## src/rtl/rv_decode_stage.sv

```systemverilog
// RV32I(M) registered decode stage with valid/ready on both sides and a one-entry output skid.
// Optional feature macro: RV_DECODE_M_EXT_EN (M-extension OP encodings are legal when defined).
module rv_decode_stage #(
    parameter int unsigned XLEN = 32
) (
    input  logic            clk,
    input  logic            rst_n,
    input  logic            flush,
    input  logic            in_valid,
    output logic            in_ready,
    input  logic [31:0]     in_instr,
    input  logic [XLEN-1:0] in_pc,
    output logic            out_valid,
    input  logic            out_ready,
    output logic [6:0]      out_opcode,
    output logic [2:0]      out_func3,
    output logic [6:0]      out_func7,
    output logic [4:0]      out_rd,
    output logic [4:0]      out_rs1,
    output logic [4:0]      out_rs2,
    output logic [XLEN-1:0] out_imm,
    output logic [XLEN-1:0] out_pc,
    output logic            out_illegal
);

    localparam logic [6:0] OpcLoad   = 7'b0000011;
    localparam logic [6:0] OpcOpImm  = 7'b0010011;
    localparam logic [6:0] OpcAuipc  = 7'b0010111;
    localparam logic [6:0] OpcStore  = 7'b0100011;
    localparam logic [6:0] OpcOp     = 7'b0110011;
    localparam logic [6:0] OpcLui    = 7'b0110111;
    localparam logic [6:0] OpcBranch = 7'b1100011;
    localparam logic [6:0] OpcJalr   = 7'b1100111;
    localparam logic [6:0] OpcJal    = 7'b1101111;

    typedef struct packed {
        logic [6:0]      opcode;
        logic [2:0]      func3;
        logic [6:0]      func7;
        logic [4:0]      rd;
        logic [4:0]      rs1;
        logic [4:0]      rs2;
        logic [XLEN-1:0] imm;
        logic [XLEN-1:0] pc;
        logic            illegal;
    } bundle_t;

    bundle_t    dec;
    bundle_t    main_d, main_q, skid_d, skid_q;
    logic       main_valid_d, main_valid_q, skid_valid_d, skid_valid_q;
    logic       accept, drain;
    logic [6:0] f7_raw;

    assign f7_raw = in_instr[31:25];

    always_comb begin
        dec         = '0;
        dec.opcode  = in_instr[6:0];
        dec.func3   = in_instr[14:12];
        dec.rd      = in_instr[11:7];
        dec.rs1     = in_instr[19:15];
        dec.rs2     = in_instr[24:20];
        dec.pc      = in_pc;
        case (dec.opcode)
            OpcOpImm: begin
                if (dec.func3 == 3'b001 || dec.func3 == 3'b101) begin
                    dec.func7   = f7_raw;
                    dec.imm     = {{(XLEN-5){1'b0}}, in_instr[24:20]};
                    dec.illegal = (dec.func3 == 3'b001) ? (f7_raw != 7'b0000000)
                                : !(f7_raw == 7'b0000000 || f7_raw == 7'b0100000);
                end else begin
                    dec.imm = {{(XLEN-12){in_instr[31]}}, in_instr[31:20]};
                end
            end
            OpcLoad: begin
                dec.imm     = {{(XLEN-12){in_instr[31]}}, in_instr[31:20]};
                dec.illegal = (dec.func3 == 3'b011) || (dec.func3 == 3'b110)
                           || (dec.func3 == 3'b111);
            end
            OpcJalr: begin
                dec.imm     = {{(XLEN-12){in_instr[31]}}, in_instr[31:20]};
                dec.illegal = (dec.func3 != 3'b000);
            end
            OpcStore: begin
                dec.imm     = {{(XLEN-12){in_instr[31]}}, in_instr[31:25], in_instr[11:7]};
                dec.illegal = (dec.func3 > 3'b010);
            end
            OpcBranch: begin
                dec.imm     = {{(XLEN-13){in_instr[31]}}, in_instr[31], in_instr[7],
                               in_instr[30:25], in_instr[11:8], 1'b0};
                dec.illegal = (dec.func3 == 3'b010) || (dec.func3 == 3'b011);
            end
            OpcLui, OpcAuipc: begin
                dec.imm = {{(XLEN-32){in_instr[31]}}, in_instr[31:12], 12'b0};
            end
            OpcJal: begin
                dec.imm = {{(XLEN-21){in_instr[31]}}, in_instr[31], in_instr[19:12],
                           in_instr[20], in_instr[30:21], 1'b0};
            end
            OpcOp: begin
                dec.func7 = f7_raw;
                case (f7_raw)
                    7'b0000000: dec.illegal = 1'b0;
                    7'b0100000: dec.illegal = !(dec.func3 == 3'b000 || dec.func3 == 3'b101);
`ifdef RV_DECODE_M_EXT_EN
                    7'b0000001: dec.illegal = 1'b0;
`else
                    7'b0000001: dec.illegal = 1'b1;
`endif
                    default:    dec.illegal = 1'b1;
                endcase
            end
            default: dec.illegal = 1'b1;
        endcase
    end

    assign in_ready = !skid_valid_q;
    assign accept   = in_valid && !skid_valid_q;
    assign drain    = main_valid_q && out_ready;

    // Skid has priority for refilling main so order stays FIFO; in_ready is low while it is full.
    always_comb begin
        main_d       = main_q;
        skid_d       = skid_q;
        main_valid_d = main_valid_q;
        skid_valid_d = skid_valid_q;
        if (flush) begin
            main_valid_d = 1'b0;
            skid_valid_d = 1'b0;
        end else if (!main_valid_q || drain) begin
            if (skid_valid_q) begin
                main_d       = skid_q;
                main_valid_d = 1'b1;
                skid_valid_d = 1'b0;
            end else if (accept) begin
                main_d       = dec;
                main_valid_d = 1'b1;
            end else begin
                main_valid_d = 1'b0;
            end
        end else if (accept) begin
            skid_d       = dec;
            skid_valid_d = 1'b1;
        end
    end

    always_ff @(posedge clk or negedge rst_n) begin
        if (!rst_n) begin
            main_q       <= '0;
            skid_q       <= '0;
            main_valid_q <= 1'b0;
            skid_valid_q <= 1'b0;
        end else begin
            main_q       <= main_d;
            skid_q       <= skid_d;
            main_valid_q <= main_valid_d;
            skid_valid_q <= skid_valid_d;
        end
    end

    assign out_valid   = main_valid_q;
    assign out_opcode  = main_q.opcode;
    assign out_func3   = main_q.func3;
    assign out_func7   = main_q.func7;
    assign out_rd      = main_q.rd;
    assign out_rs1     = main_q.rs1;
    assign out_rs2     = main_q.rs2;
    assign out_imm     = main_q.imm;
    assign out_pc      = main_q.pc;
    assign out_illegal = main_q.illegal;

endmodule

```

## config.mk

```make
export PLATFORM = sky130hd
export DESIGN_NAME = rv_decode_stage
export DESIGN_NICKNAME = d
export VERILOG_FILES = /design/src/rtl/rv_decode_stage.sv
export SDC_FILE = /design/constraint.sdc
export NUM_CORES = 1
export LEC_CHECK = 0
export CORE_ASPECT_RATIO = 0.7
export CORE_MARGIN = 3
export CORE_UTILIZATION = 40
export CTS_CLUSTER_SIZE = 28
export DETAILED_ROUTE_END_ITERATION = 16
export GPL_TIMING_DRIVEN = 0
export PLACE_DENSITY = 0.76
export SLEW_MARGIN = 40
export SYNTH_ARGS = -nofsm -noshare
export SYNTH_HDL_FRONTEND = slang
export SYNTH_SLANG_ARGS = --single-unit
```

## constraint.sdc

```tcl
create_clock -name clk -period 1.5 [get_ports clk]
set_input_delay 0.15 -clock clk [delete_from_list [all_inputs] [get_ports clk]]
set_output_delay 0.15 -clock clk [all_outputs]
set_load 0.01 [all_outputs]
```

* Word level (Yosys, flattened, before mapping)
Cells that the tools add are included.
Operators by class: order comparisons 1, equal/unequal tests 16, muxes and demuxes 17, bitwise logic cells 2, reductions and logical operators 25
Operators by type and width (count):
- 97-bit 2-to-1 mux | 2
- 32-bit one-hot mux with 6 select lines | 1
- 32-bit 2-to-1 mux | 1
- 7-bit by 6-bit == test with 1-bit output, second input constant | 4
- 7-bit == test, second input constant | 3
- 7-bit by 5-bit == test with 1-bit output, second input constant | 2
- 7-bit one-hot mux with 2 select lines | 1
- 3-bit == test, second input constant | 3
- 1-bit 2-to-1 mux | 9
- 7-bit by 2-bit == test with 1-bit output, second input constant | 1
- 7-bit zero test | 1
- 1-bit logical OR | 7
- 7-bit 2-to-1 mux | 1
- 1-bit one-hot mux with 7 select lines | 1
- 7-bit nonzero test | 1
- 3-bit by 2-bit == test with 1-bit output, second input constant | 2
- 3-bit AND reduction | 2
- 3-bit nonzero test | 2
- 1-bit zero test | 4
- 2-bit nonzero test | 2
- 2-bit OR reduction | 2
- 3-bit by 1-bit == test with 1-bit output, second input constant | 1
- 3-bit by 2-bit > comparator with 1-bit output, second input constant | 1
- 3-bit zero test | 1
- other kinds (4) | 6
Word-level totals: flip-flop bits (word level) 196, output and inout bits 99, word-level logic and storage cells 81

* Depth between registers and ports, before layout
Gate-level depths: netlist of run 1.
depth in word-level cells 8, gate-level depth with buffers 8

* Worst setup path after synthesis of run 1
Ideal clock, no wire load.
kind flip-flop to flip-flop, start register main_valid_q, in the netlist out_valid, end register main_q, in the netlist out_pc[10], setup time 0.133 ns, data arrival time 1.587 ns, data required time 1.367 ns, path slack -0.220 ns, stages on the path, launching flop included 8, path buffers 3, cells stage by stage dfrtp_1 > nor2b_1 > or3_1 > buf_2 > buf_2 > clkbuf_1 > nand2_1 > o21ai_0
Between the ends: word-level cells in the longest chain between the ends 3, elaborated cells between the ends (all ways) 4, those cells by class reduce/logical (4)
RTL lines:
- from (decl) | line 50 | logic main_valid_d, main_valid_q, skid_valid_d, skid_valid_q;
- from (signal assigned) | line 156 | main_valid_q <= main_valid_d;
- 1-bit zero test / 1-bit logical AND (equally long branches) | line 130, 119
- 1-bit logical OR (*) | line 130 | end else if (!main_valid_q || drain) begin
- 3-bit AND reduction (no line) (*)
- to (signal assigned) | line 154 | main_q <= main_d;
- to (decl) | line 49 | bundle_t main_d, main_q, skid_d, skid_q;
Mark *: on every way between the ends. The rest lies on a longest branch, timed or not. A chain may end at the register's enable or synchronous reset.

* Worst setup path after layout of run 1
start register main_valid_q, in the netlist out_valid, end register main_q, in the netlist out_illegal
Same word-level chain as after synthesis.

==> metrics.md, run 1 <==
| Metric | Value |
|---|---|
| Row count | 44 |
| Vias/cell | 5.52 |
| Die X | 181 microns |
| MaxCap Viol Count | 0 |
| Routability congestion estimate | 0.920 |
| Pre-Repair DR Iteration Count | 5 |
| Min Tclk post-route | between 1.5 and 2 ns |
| Fin util | 0.603 |
| Internal cell power | roughly 0.01 W |
| Hold WS | 0.0316 ns |
| Violated checks | negative setup slack |
| Post-synth EDFFs | 0 |
| H-tree levels | 4 |
| Synth top area share | 0.571 |
| Post-route cell area | 0.0126 sq mm |
| Share of the yosys chip area belonging to registers | 0.571 |
| Critical path startpoint category | register |
| Fin. Hold Viols | 0 |
| # clock sinks | 196 |
| Later-pin clock latency in the skew report | roughly 0.44 ns |
| Critical Path AT | about 2.0 ns |
| Crit path max fanout | 7 |
| Routed Antenna Nets | 0 |
| Syn nets | 990 |
| Area growth syn-to-layout | 46.9% |
| Ys flop type | dfrtp_1 |
| Flops & latches, synth | 196 |
| Total number of vias | roughly 7900 |
| TritonCTS buffer count | 17 |
| Worst VDD drop | roughly 0.74 mV |
| Worst EP required | 1.82 ns |
| Die area | 0.0233 sq mm |
| Routed WL per cell | slightly below 20 microns |
| Number of global-route vias before repair | 7589 |
| Core ar. | 0.0209 sq mm |
| Fraction of registers with async set/reset | 1.00 |
| Worst Skew | around 0.009 ns |
| Avg Cell Area, Syn | 9.33 sq um |
| Tcrit/Tclk final | 1.11 |
| Initial core utilization | 0.411 |
| Placed Area | between 0.01 and 0.015 sq mm |
| Part of the power in registers | 0.477 |
| Final setup margin | -0.172 ns |
| PwrDens | 1110 mW/mm^2 |
| RSZ-0062 raised after global routing | true |
| Die height | 129 microns |
| Synth warn | 0 |
| GRT Util Overall | 0.231 |
| Unique masters post-synth | 45 |
| Synthesized area | 0.00860 sq mm |
| Reg clk slew, reported paths | 0.07 ns |
| CTS root buffer | clkbuf_16 |
| Rel. slew slack | 0.622 |
| Io pins | 168 |
| P_leak | 6.10 nW |
| Cells after DPL | 1361 |
| Largest net degree at the start of global routing | 75 |
| CTS tree | yes |
| Combinational Power Share | 0.201 |
| Outcome | complete, but fails checks |
| Cell Count, Final, Fillers Out | 1435 |
| Yosys top cell by area | dfrtp_1 |
| 1st-iter DRT viols | 862 |
| Drt total wl | between 20000 and 30000 microns |
| PortBufs | 162 |
| Top post-synthesis cells by area | dfrtp_1 (57%), nand2_1 (13%), mux2i_1 (6.6%), o21ai_0 (6.6%), clkbuf_1 (2.2%) |
| Sw Pwr | 0.00422 W |
| CTS Buffer Depth | 2 |
| Detailed Place HPWL | 18500 microns |
| Fin nets | 1214 |
| Setup Crit Path Kind | reg -> reg |
| CP Capture Type | register |
| Clock share of power | 0.322 |
| Sw Share | 0.301 |
| Fillers | 1683 |
| Final setup fails | just under 100 |
| Final Max Tran Viols | 0 |
| Initial antenna violation count | 2 |
| FMAX | 0.598 GHz |
| Post-Synthesis Cells | 921 |
| GRT overflow | 0 |
| Worst min-delay path class | in -> reg |
| First-pass GRT wire length | 42400 microns |
| Ratio of cells with drive above 1 in the final layout | 0.224 |
| Slew @ Worst Pin | 0.553 ns |
| Drt drc | 0 |
-- cell usage in the layout (no fill, tap or decap), drive strengths merged, types with 9 or more instances in the layout --
cell type and count:
dlygate4sd2 80, a22o 11, nand2 306, dlymetal6s2s 18, buf 73, mux2i 57, o21ai 113, clkbuf 61
dfrtp 196, inv 11, nor2 38, a31oi 12, clkdlybuf4s50 56, and3 9, a21oi 35
-- per-layer routing --
layer | global-route usage | wire length (microns) | vias to the layer above
met4 | 0.0622 | 477 | 2
met1 | 0.325 | 12100 | 3913
met5 | 0 | 9 | -
met3 | 0.0800 | 2990 | 44
met2 | 0.345 | 12400 | 376
li1 | - | - | 3584
-- Yosys cell counts, types with 7 or more instances --
library cell and count:
nand2_1 306, dfrtp_1 196, o21ai_0 113, mux2i_1 57, clkbuf_1 51, nor2_1 38
a21oi_1 34, a31oi_1 12, buf_2 12, a22o_1 11, and3_1 9, a221oi_1 8
a22oi_1 8, o21a_1 8, o211ai_1 7
-- what timing repair did --
item,in CTS,in global routing
hold buffers,1,0
endpoints found under the hold margin,53,0
gates cloned,8,4
resized for setup,247,188
pin swaps,37,27
endpoints found under the setup margin,275,213
buffers inserted,20,14
-- critical path, stage by stage, from the launching register on --
cell and delay, ns:
dfrtp_1 0.38, nor2b_4 0.14, or3_4 0.41, buf_12 0.17, or3_1 0.31, o21ai_1 0.08
a31oi_1 0.05
-- power groups by stage --
stage	clock network [W]	logic, W	registers, W
final	0.00451	0.00282	0.00668
after global routing	0.00474	0.00309	0.00677
after CTS	0.00452	0.00261	0.00662
after detailed placement	0	0.00253	0.00671
after global placement	0	0.00245	0.00668
after floorplan	0	0.00101	0.00676
-- cell families (layout without fill, tap and decap cells) --
family / after synthesis / count (layout) / synth area share
AOI/OAI and AO/OA: 218 / 218 / 0.152
buffers and inverters: 70 / 307 / 0.0332
DFF: 196 / 196 / 0.571
muxes: 57 / 57 / 0.0664
other: 0 / 1 / 0
and+or+nand+nor: 380 / 380 / 0.178
-- path summary, 6_finish.rpt --
check,depth (start not counted),slack (ns),endpoint,from
max,6,-0.17,out_illegal$_DFFE_PN0P_,out_valid$_DFFE_PN0N_
min,3,0.03,skid_q[90]$_DFFE_PN0P_,in_instr[0]
max reg2reg,6,-0.17,out_illegal$_DFFE_PN0P_,out_valid$_DFFE_PN0N_
min reg2reg,2,0.48,skid_q[8]$_DFFE_PN0P_,skid_q[8]$_DFFE_PN0P_
max in group asynchronous,3,0.55,out_pc[21]$_DFFE_PN0P_,rst_n
min in group asynchronous,2,0.22,out_rs1[0]$_DFFE_PN0P_,rst_n
-- registers in the layout, summed over array words and instances (netlist names) --
| register | cells |
|---|---|
| skid_q | 97 |
| out_rs1 | 5 |
| skid_valid_q | 1 |
| out_func7 | 7 |
| out_pc | 32 |
| out_opcode | 7 |
| out_imm | 32 |
| out_valid | 1 |
| out_illegal | 1 |
| out_rs2 | 5 |
| out_func3 | 3 |
| out_rd | 5 |
-- metrics by stage --
step	power [W]	worst slack [ns]	setup TNS, ns
after floorplan	0.00777	-0.0980	-3.50
after global placement	0.00913	-7.98	-1680.37
after detailed placement	0.00923	-0.905	-123.47
after CTS	0.0137	-0.185	-15.43
after global routing	0.0146	-0.213	-15.07
final	0.0140	-0.172	-10.25
-- final cells by class --
class                           instances  area (sq um)  share of cell area
Antenna cell                            1          2.50            0.000198
Sequential cell                       196          4900               0.389
Buffer                                 61           679              0.0538
Timing Repair Buffer                  209          2120               0.168
Multi-Input combinational cell        655          3980               0.316
Inverter                                5          18.8             0.00149
Clock inverter                         13           116             0.00922
Clock buffer                           19           453              0.0359
Tap cell                              276           345              0.0274
(Power assumes the default switching activity.)
==> run 2: changes to the inputs <==
Settings changed: ABC_CLOCK_PERIOD_IN_PS from default to 1500, CORE_UTILIZATION 40 to 23, PLACE_DENSITY 0.76 to 0.52.
==> run 2 against run 1 <==
The run still ends with negative setup slack left. First-iteration DRC count down 34%. Cell count is 16% higher. Critical path depth up 1. Clock power increased by 6.0%. Count of clock-buffer cells in the layout fell by 1. Wire length is 19% higher. Flip-flop and latch count stayed put. Critical path type unchanged.
==> metrics.md, run 2 (synthesis results as in run 1) <==
| Metric | Value |
|---|---|
| Outcome | complete, but fails checks |
| Violated checks | negative setup slack |
| Area growth syn-to-layout | 60.6% |
| H-tree levels | 4 (unchanged) |
| P_leak | 6.33 nW (+3.8%) |
| Slew @ Worst Pin | 0.513 ns (-0.0399 ns) |
| CP Capture Type | register |
| Dpl ws | -1.03 ns (-0.124 ns) |
| Crit-path cells | nor2b_4, or3_4, buf_12, buf_12, clkbuf_16, nand2_2, o21ai_1 |
| Row count | 58 (+32%) |
| Die X | 237 microns (+31%) |
| Worst Skew | 0.0140 ns (+0.00499 ns) |
| Reg with most FFs | skid_q |
| Most common cell after layout, fill and taps aside | dfrtp_1 |
| Reg clk slew, reported paths | 0.08 ns (about the same) |
| Final setup margin | -0.207 ns (-0.0343 ns) |
| Rel. slew slack | 0.649 (+0.0273) |
| # clock sinks | 196 (unchanged) |
| R2r worst-path depth | 7 (+1) |
| CTS Buffer Depth | 2 (unchanged) |
| Internal cell power | 0.0100 W (+2.3%) |
| Hold depth | 3 (unchanged) |
| Drt drc | 0 (unchanged) |
| Number of flip-flops in the largest register | 97 (unchanged) |
| Clock share of power | 0.331 (+0.009) |
| GRT Util Overall | 0.153 (-0.0778) |
| Critical Path AT | 2.04 ns (+0.05 ns) |
| MaxCap Viol Count | 0 (unchanged) |
| PortBufs | 162 (unchanged) |
| Setup TNS | -15.89 ns (-5.64 ns) |
| Sw Pwr | 0.00445 W (+5.5%) |
| Io pins | 168 (unchanged) |
| Detailed Place HPWL | 21900 microns (+18%) |
| Die height | 168 microns (+30%) |
| First-pass GRT wire length | 46400 microns (+9.6%) |
| Placed Area | 0.0110 sq mm (+2.6%) |
| Fin. Hold Viols | 0 (unchanged) |
| GRT overflow | 0 (unchanged) |
| Routed Antenna Nets | 0 (unchanged) |
| Largest stage delay, worst path | 0.43 ns (+0.02 ns) |
| Ratio of cells with drive above 1 in the final layout | 0.311 (+0.0869) |
| Vias/cell | 4.74 (-14%) |
| FMAX | 0.586 GHz (-2.0%) |
| Most frequent cells in the layout | dfrtp_1 (195), nand2_1 (191), dlygate4sd2_1 (98), nand2_2 (77), o21ai_1 (58) |
| Routed WL per cell | 20.0 microns (+2.5%) |
| Worst VDD drop | 0.726 mV (-2.1%) |
| Number of global-route vias before repair | 7417 (-2.3%) |
| Critical Path Most Common Cell | buf_12 |
| Initial antenna violation count | 4 (+2) |
| Setup Crit Path Kind | reg -> reg |
| Cell Count, Final, Fillers Out | 1666 (+16%) |
| Critical path startpoint category | register |
| Initial core utilization | 0.236 (-0.174) |
| Sw Share | 0.308 (+0.00655) |
| Cells after DPL | 1566 (+15%) |
| 1st-iter DRT viols | 573 (-34%) |
| Worst EP required | 1.83 ns (about the same) |
| Min Tclk post-route | 1.71 ns (+0.0343 ns) |
| Critical path depth | 7 (+1) |
| Core ar. | 0.0364 sq mm (+74%) |
| Fin nets | 1241 (+2.2%) |
| RSZ-0062 raised after global routing | true |
| Critical-path top delay cell | or3_4 |
| Total number of vias | 7900 (-0.24%) |
| Critical path's top delay family | simple AND/OR/NAND/NOR gates |
| Combinational Power Share | 0.204 (+0.003) |
| CTS tree | yes |
| Worst min-delay path class | in -> reg |
| Later-pin clock latency in the skew report | 0.46 ns (+0.02 ns) |
| Tcrit/Tclk final | 1.14 (+0.0229) |
| Worst path buffer plus inverter count | 3 (+2) |
| Largest net degree at the start of global routing | 66 (-12%) |
| Pre-Repair DR Iteration Count | 5 (unchanged) |
| Part of the power in registers | 0.465 (-0.012) |
| Routability congestion estimate | 0.862 (-6.4%) |
| PwrDens | 1050 mW/mm^2 (-5.6%) |
| CTS root buffer | clkbuf_16 |
| Crit path max fanout | 8 (+1) |
| Drt total wl | 33300 microns (+19%) |
| Final setup fails | 170 (+72%) |
| Post-route cell area | 0.0138 sq mm (+9.3%) |
| TritonCTS buffer count | 17 (unchanged) |
| Die area | 0.0398 sq mm (+71%) |
| Final Max Tran Viols | 0 (unchanged) |
-- run 2: layout make-up --
type                            instances  area, sq um
Tap cell                              480          601
Timing Repair Buffer                  233         2550
Antenna cell                            1         2.50
Sequential cell                       196         4910
Clock inverter                         14          156
Fill cell                            3572        22600
Clock buffer                           18          439
Inverter                                5         21.3
Multi-Input combinational cell        656         4300
Buffer                                 63          822
-- run 2: what timing repair did --
action                                  CTS  global route
pin swaps                                 7           140
endpoints found under the hold margin    76             1
endpoints found under the setup margin  293           194
hold buffers                              2             1
gates cloned                              5            21
setup buffers                            18            23
resized for setup                       231           381
-- run 2: path summary, 6_finish.rpt --
check,startpoint,to,slack [ns]
max,out_valid$_DFFE_PN0N_,out_rs1[3]$_DFFE_PN0P_,-0.21
min in group asynchronous,rst_n,out_rs1[1]$_DFFE_PN0P_,0.11
min,in_instr[0],skid_q[90]$_DFFE_PN0P_,0.02
max reg2reg,out_valid$_DFFE_PN0N_,out_rs1[3]$_DFFE_PN0P_,-0.21
max in group asynchronous,rst_n,skid_q[9]$_DFFE_PN0P_,0.44
min reg2reg,skid_q[8]$_DFFE_PN0P_,skid_q[8]$_DFFE_PN0P_,0.47
-- run 2: power by group through the flow --
stage               clock network [W]  logic (W)  registers, W
finish                        0.00478    0.00295       0.00673
global placement                    0    0.00252       0.00670
global route                  0.00513    0.00324       0.00684
detailed placement                  0    0.00259       0.00671
CTS                           0.00492    0.00254       0.00660
floorplan                           0    0.00101       0.00676
-- run 2: worst min-delay path: cells and delay by family --
| family | cells | cell delay, ns |
|---|---|---|
| buffers and inverters | 1 | 0.16 |
| AND/OR/NAND/NOR | 2 | 0.13 |
-- run 2: routing by layer --
layer  part of all wire  global-route usage  vias up  wire [microns]
met1               0.47               0.222     3944           15500
met2               0.44               0.224      259           14700
met4              0.014              0.0370        6             460
met5             0.0016                   0        -              54
met3              0.076              0.0451       34            2540
li1                   -                   -     3657               -
-- run 2: stage by stage --
stage	util	power [W]	hold WS, ns
after floorplan	-	0.00777	-0.146
after global placement	0.300	0.00922	0.456
after detailed placement	0.303	0.00930	-0.0178
after CTS	0.333	0.0141	0.0451
after global routing	0.380	0.0152	0.0210
final	0.380	0.0145	0.0164
==> run 3: changes to the inputs <==
Settings changed: TNS_END_PERCENT from default to 50.
==> run 3 against run 2 <==
The run still ends with negative setup slack left. Cell area down 6.4%. Combinational power fell by 5%. Via count shrank 5.1%. Wire length fell by 5.0%. Worst setup slack lost 0.0061 ns. Clock skew fell by 0.0073 ns. Global-route usage increased by 0.58 points. Die area unchanged. Largest cell class unchanged. Largest power group unchanged.
==> metrics.md, run 3 (synthesis results as in run 1) <==
| Metric | Value |
|---|---|
| Drt total wl | 31600 microns (-5.0%) |
| Clock share of power | 0.351 (+0.020) |
| Most common cell after layout, fill and taps aside | nand2_1 |
| Fin nets | 1201 (-3.2%) |
| Initial core utilization | 0.236 (unchanged) |
| Later-pin clock latency in the skew report | 0.44 ns (-0.02 ns) |
| Io pins | 168 (unchanged) |
| Die X | 237 microns (unchanged) |
| GRT Util Overall | 0.159 (+0.00582) |
| CTS Buffer Depth | 2 (unchanged) |
| R2r worst-path depth | 7 (unchanged) |
| Final Max Tran Viols | 0 (unchanged) |
| Part of the power in registers | 0.456 (-0.009) |
| Pre-Repair DR Iteration Count | 6 (+1) |
| Routed WL per cell | 19.4 microns (-2.7%) |
| Routed Antenna Nets | 0 (unchanged) |
| Number of flip-flops in the largest register | 97 (unchanged) |
| Crit-path cells | buf_6, nor2_4, or3_4, buf_12, buf_4, buf_16, a22o_1 |
| Initial antenna violation count | 2 (-2) |
| Min Tclk post-route | 1.71 ns (+0.00606 ns) |
| # clock sinks | 196 (unchanged) |
| Ratio of cells with drive above 1 in the final layout | 0.173 (-0.138) |
| Slew @ Worst Pin | 0.818 ns (+0.305 ns) |
| Sw Share | 0.281 (-0.0266) |
| Crit path max fanout | 6 (-2) |
| Die area | 0.0398 sq mm (unchanged) |
| Worst EP required | 1.83 ns (about the same) |
| R2R setup slack | -0.21 ns (about the same) |
| Post-route cell area | 0.0129 sq mm (-6.4%) |
| Combinational Power Share | 0.193 (-0.011) |
| Tcrit/Tclk final | 1.14 (+0.00404) |
| RSZ-0062 raised after global routing | true |
| Sw Pwr | 0.00408 W (-8.3%) |
| Total number of vias | 7496 (-5.1%) |
| Internal cell power | 0.0104 W (+4.2%) |
| Worst Skew | 0.00671 ns (-0.00726 ns) |
| CTS root buffer | clkbuf_16 |
| Critical path startpoint category | register |
| GRT overflow | 0 (unchanged) |
| Reg clk slew, reported paths | 0.07 ns (about the same) |
| R2R Path End | out_imm[23]$_DFFE_PN0P_ |
| Die height | 168 microns (unchanged) |
| Crit path to | out_imm[23]$_DFFE_PN0P_ |
| Critical Path AT | 2.04 ns (about the same) |
| FMAX | 0.584 GHz (-0.35%) |
| Area growth syn-to-layout | 50.2% |
| PortBufs | 162 (unchanged) |
| Row count | 58 (unchanged) |
| Reg with most FFs | skid_q |
| CP Capture Type | register |
| PwrDens | 1120 mW/mm^2 (+7.2%) |
| Outcome | complete, but fails checks |
| Crit path from | skid_valid_q$_DFFE_PN0P_ |
| Setup Crit Path Kind | reg -> reg |
| Rel. slew slack | 0.455 (-0.195) |
| Detailed Place HPWL | 21900 microns (+0.15%) |
| Core ar. | 0.0364 sq mm (unchanged) |
| Placed Area | 0.0110 sq mm (-0.14%) |
| Final setup fails | 122 (-28%) |
| Violated checks | negative setup slack |
| Critical-path top delay cell | or3_4 |
| MaxCap Viol Count | 0 (unchanged) |
| Largest stage delay, worst path | 0.43 ns (about the same) |
| Final setup margin | -0.213 ns (-0.00606 ns) |
| Fin. Hold Viols | 0 (unchanged) |
| First-pass GRT wire length | 47900 microns (+3.1%) |
| Most frequent cells in the layout | nand2_1 (277), dfrtp_1 (194), dlymetal6s2s_1 (96), o21ai_1 (58), mux2i_1 (57) |
| 1st-iter DRT viols | 748 (+31%) |
| CTS tree | yes |
| Vias/cell | 4.61 (-2.8%) |
| H-tree levels | 4 (unchanged) |
| FF-to-FF Start | skid_valid_q$_DFFE_PN0P_ |
| Dpl ws | -1.05 ns (-0.0220 ns) |
| Routability congestion estimate | 0.859 (-0.29%) |
| Number of global-route vias before repair | 7539 (+1.6%) |
| Drt drc | 0 (unchanged) |
| TritonCTS buffer count | 17 (unchanged) |
| Worst VDD drop | 0.775 mV (+6.7%) |
| Worst min-delay path class | in -> reg |
| Largest net degree at the start of global routing | 63 (-4.5%) |
| P_leak | 6.78 nW (+7.1%) |
[run 3: final cells by class]
class                      instances  area, sq um
buffer                            64          673
antenna                            2         5.00
clock buffer                      20          457
timing repair buffer             193         2310
multi-input combinational        655         3760
fill                            3682        23400
sequential                       196         4910
inverter                           5         18.8
tap                              480          601
clock inverter                    12          178
[run 3: metal layers]
metal,part of all wire,up-vias,global-route usage
met1,0.49,3696,0.236
met2,0.43,226,0.228
met4,0.013,2,0.0355
li1,-,3557,-
met5,0.00041,-,0
met3,0.072,15,0.0461
[run 3: how the worst min path moves through the flow]
stage                                 startpoint                       end  cells past startpoint
after floorplan                            rst_n  out_func3[0]$_DFFE_PN0P_                      0
after global placement    skid_q[38]$_DFFE_PN0P_    skid_q[38]$_DFFE_PN0P_                      2
after detailed placement                   rst_n    out_rs1[3]$_DFFE_PN0P_                      1
after CTS                            in_instr[3]    skid_q[93]$_DFFE_PN0P_                      3
after global routing                 in_instr[3]    skid_q[93]$_DFFE_PN0P_                      3
final                                in_instr[3]    skid_q[93]$_DFFE_PN0P_                      3
[run 3: power by group through the flow]
stage	clock [W]	sequential, W	combinational (W)
2_1_floorplan	0	0.00676	0.00101
3_3_place_gp	0	0.00669	0.00252
3_5_place_dp	0	0.00671	0.00258
4_1_cts	0.00525	0.00661	0.00278
5_1_grt	0.00547	0.00673	0.00311
6_report	0.00509	0.00662	0.00280
[run 3: critical path, delay by kind of cell (launching register included)]
kind / cells / cell delay, ns
buffers and inverters: 4 / 0.58
AOI/OAI and AO/OA: 1 / 0.21
and+or+nand+nor: 2 / 0.47
DFF: 1 / 0.34
[run 3: timing repair]
action,CTS,global route
buffers inserted,11,7
endpoints found under the hold margin,84,0
gates resized for setup,151,223
pin swaps,26,22
endpoints found under the setup margin,293,292
cloned,6,4
hold buffers,1,0
[run 3: per-stage QoR]
stage          power (W)   util  cells  hold slack (ns)   TNS, ns
6_report          0.0145  0.355   1627           0.0458    -11.29
5_1_grt           0.0153  0.355   1625           0.0276    -22.60
4_1_cts           0.0146  0.338   1615           0.0149    -24.26
3_5_place_dp     0.00929  0.302   1566           0.0142   -152.17
3_3_place_gp     0.00921  0.300   1563            0.456  -1819.71
2_1_floorplan    0.00777      -    921           -0.146     -4.83
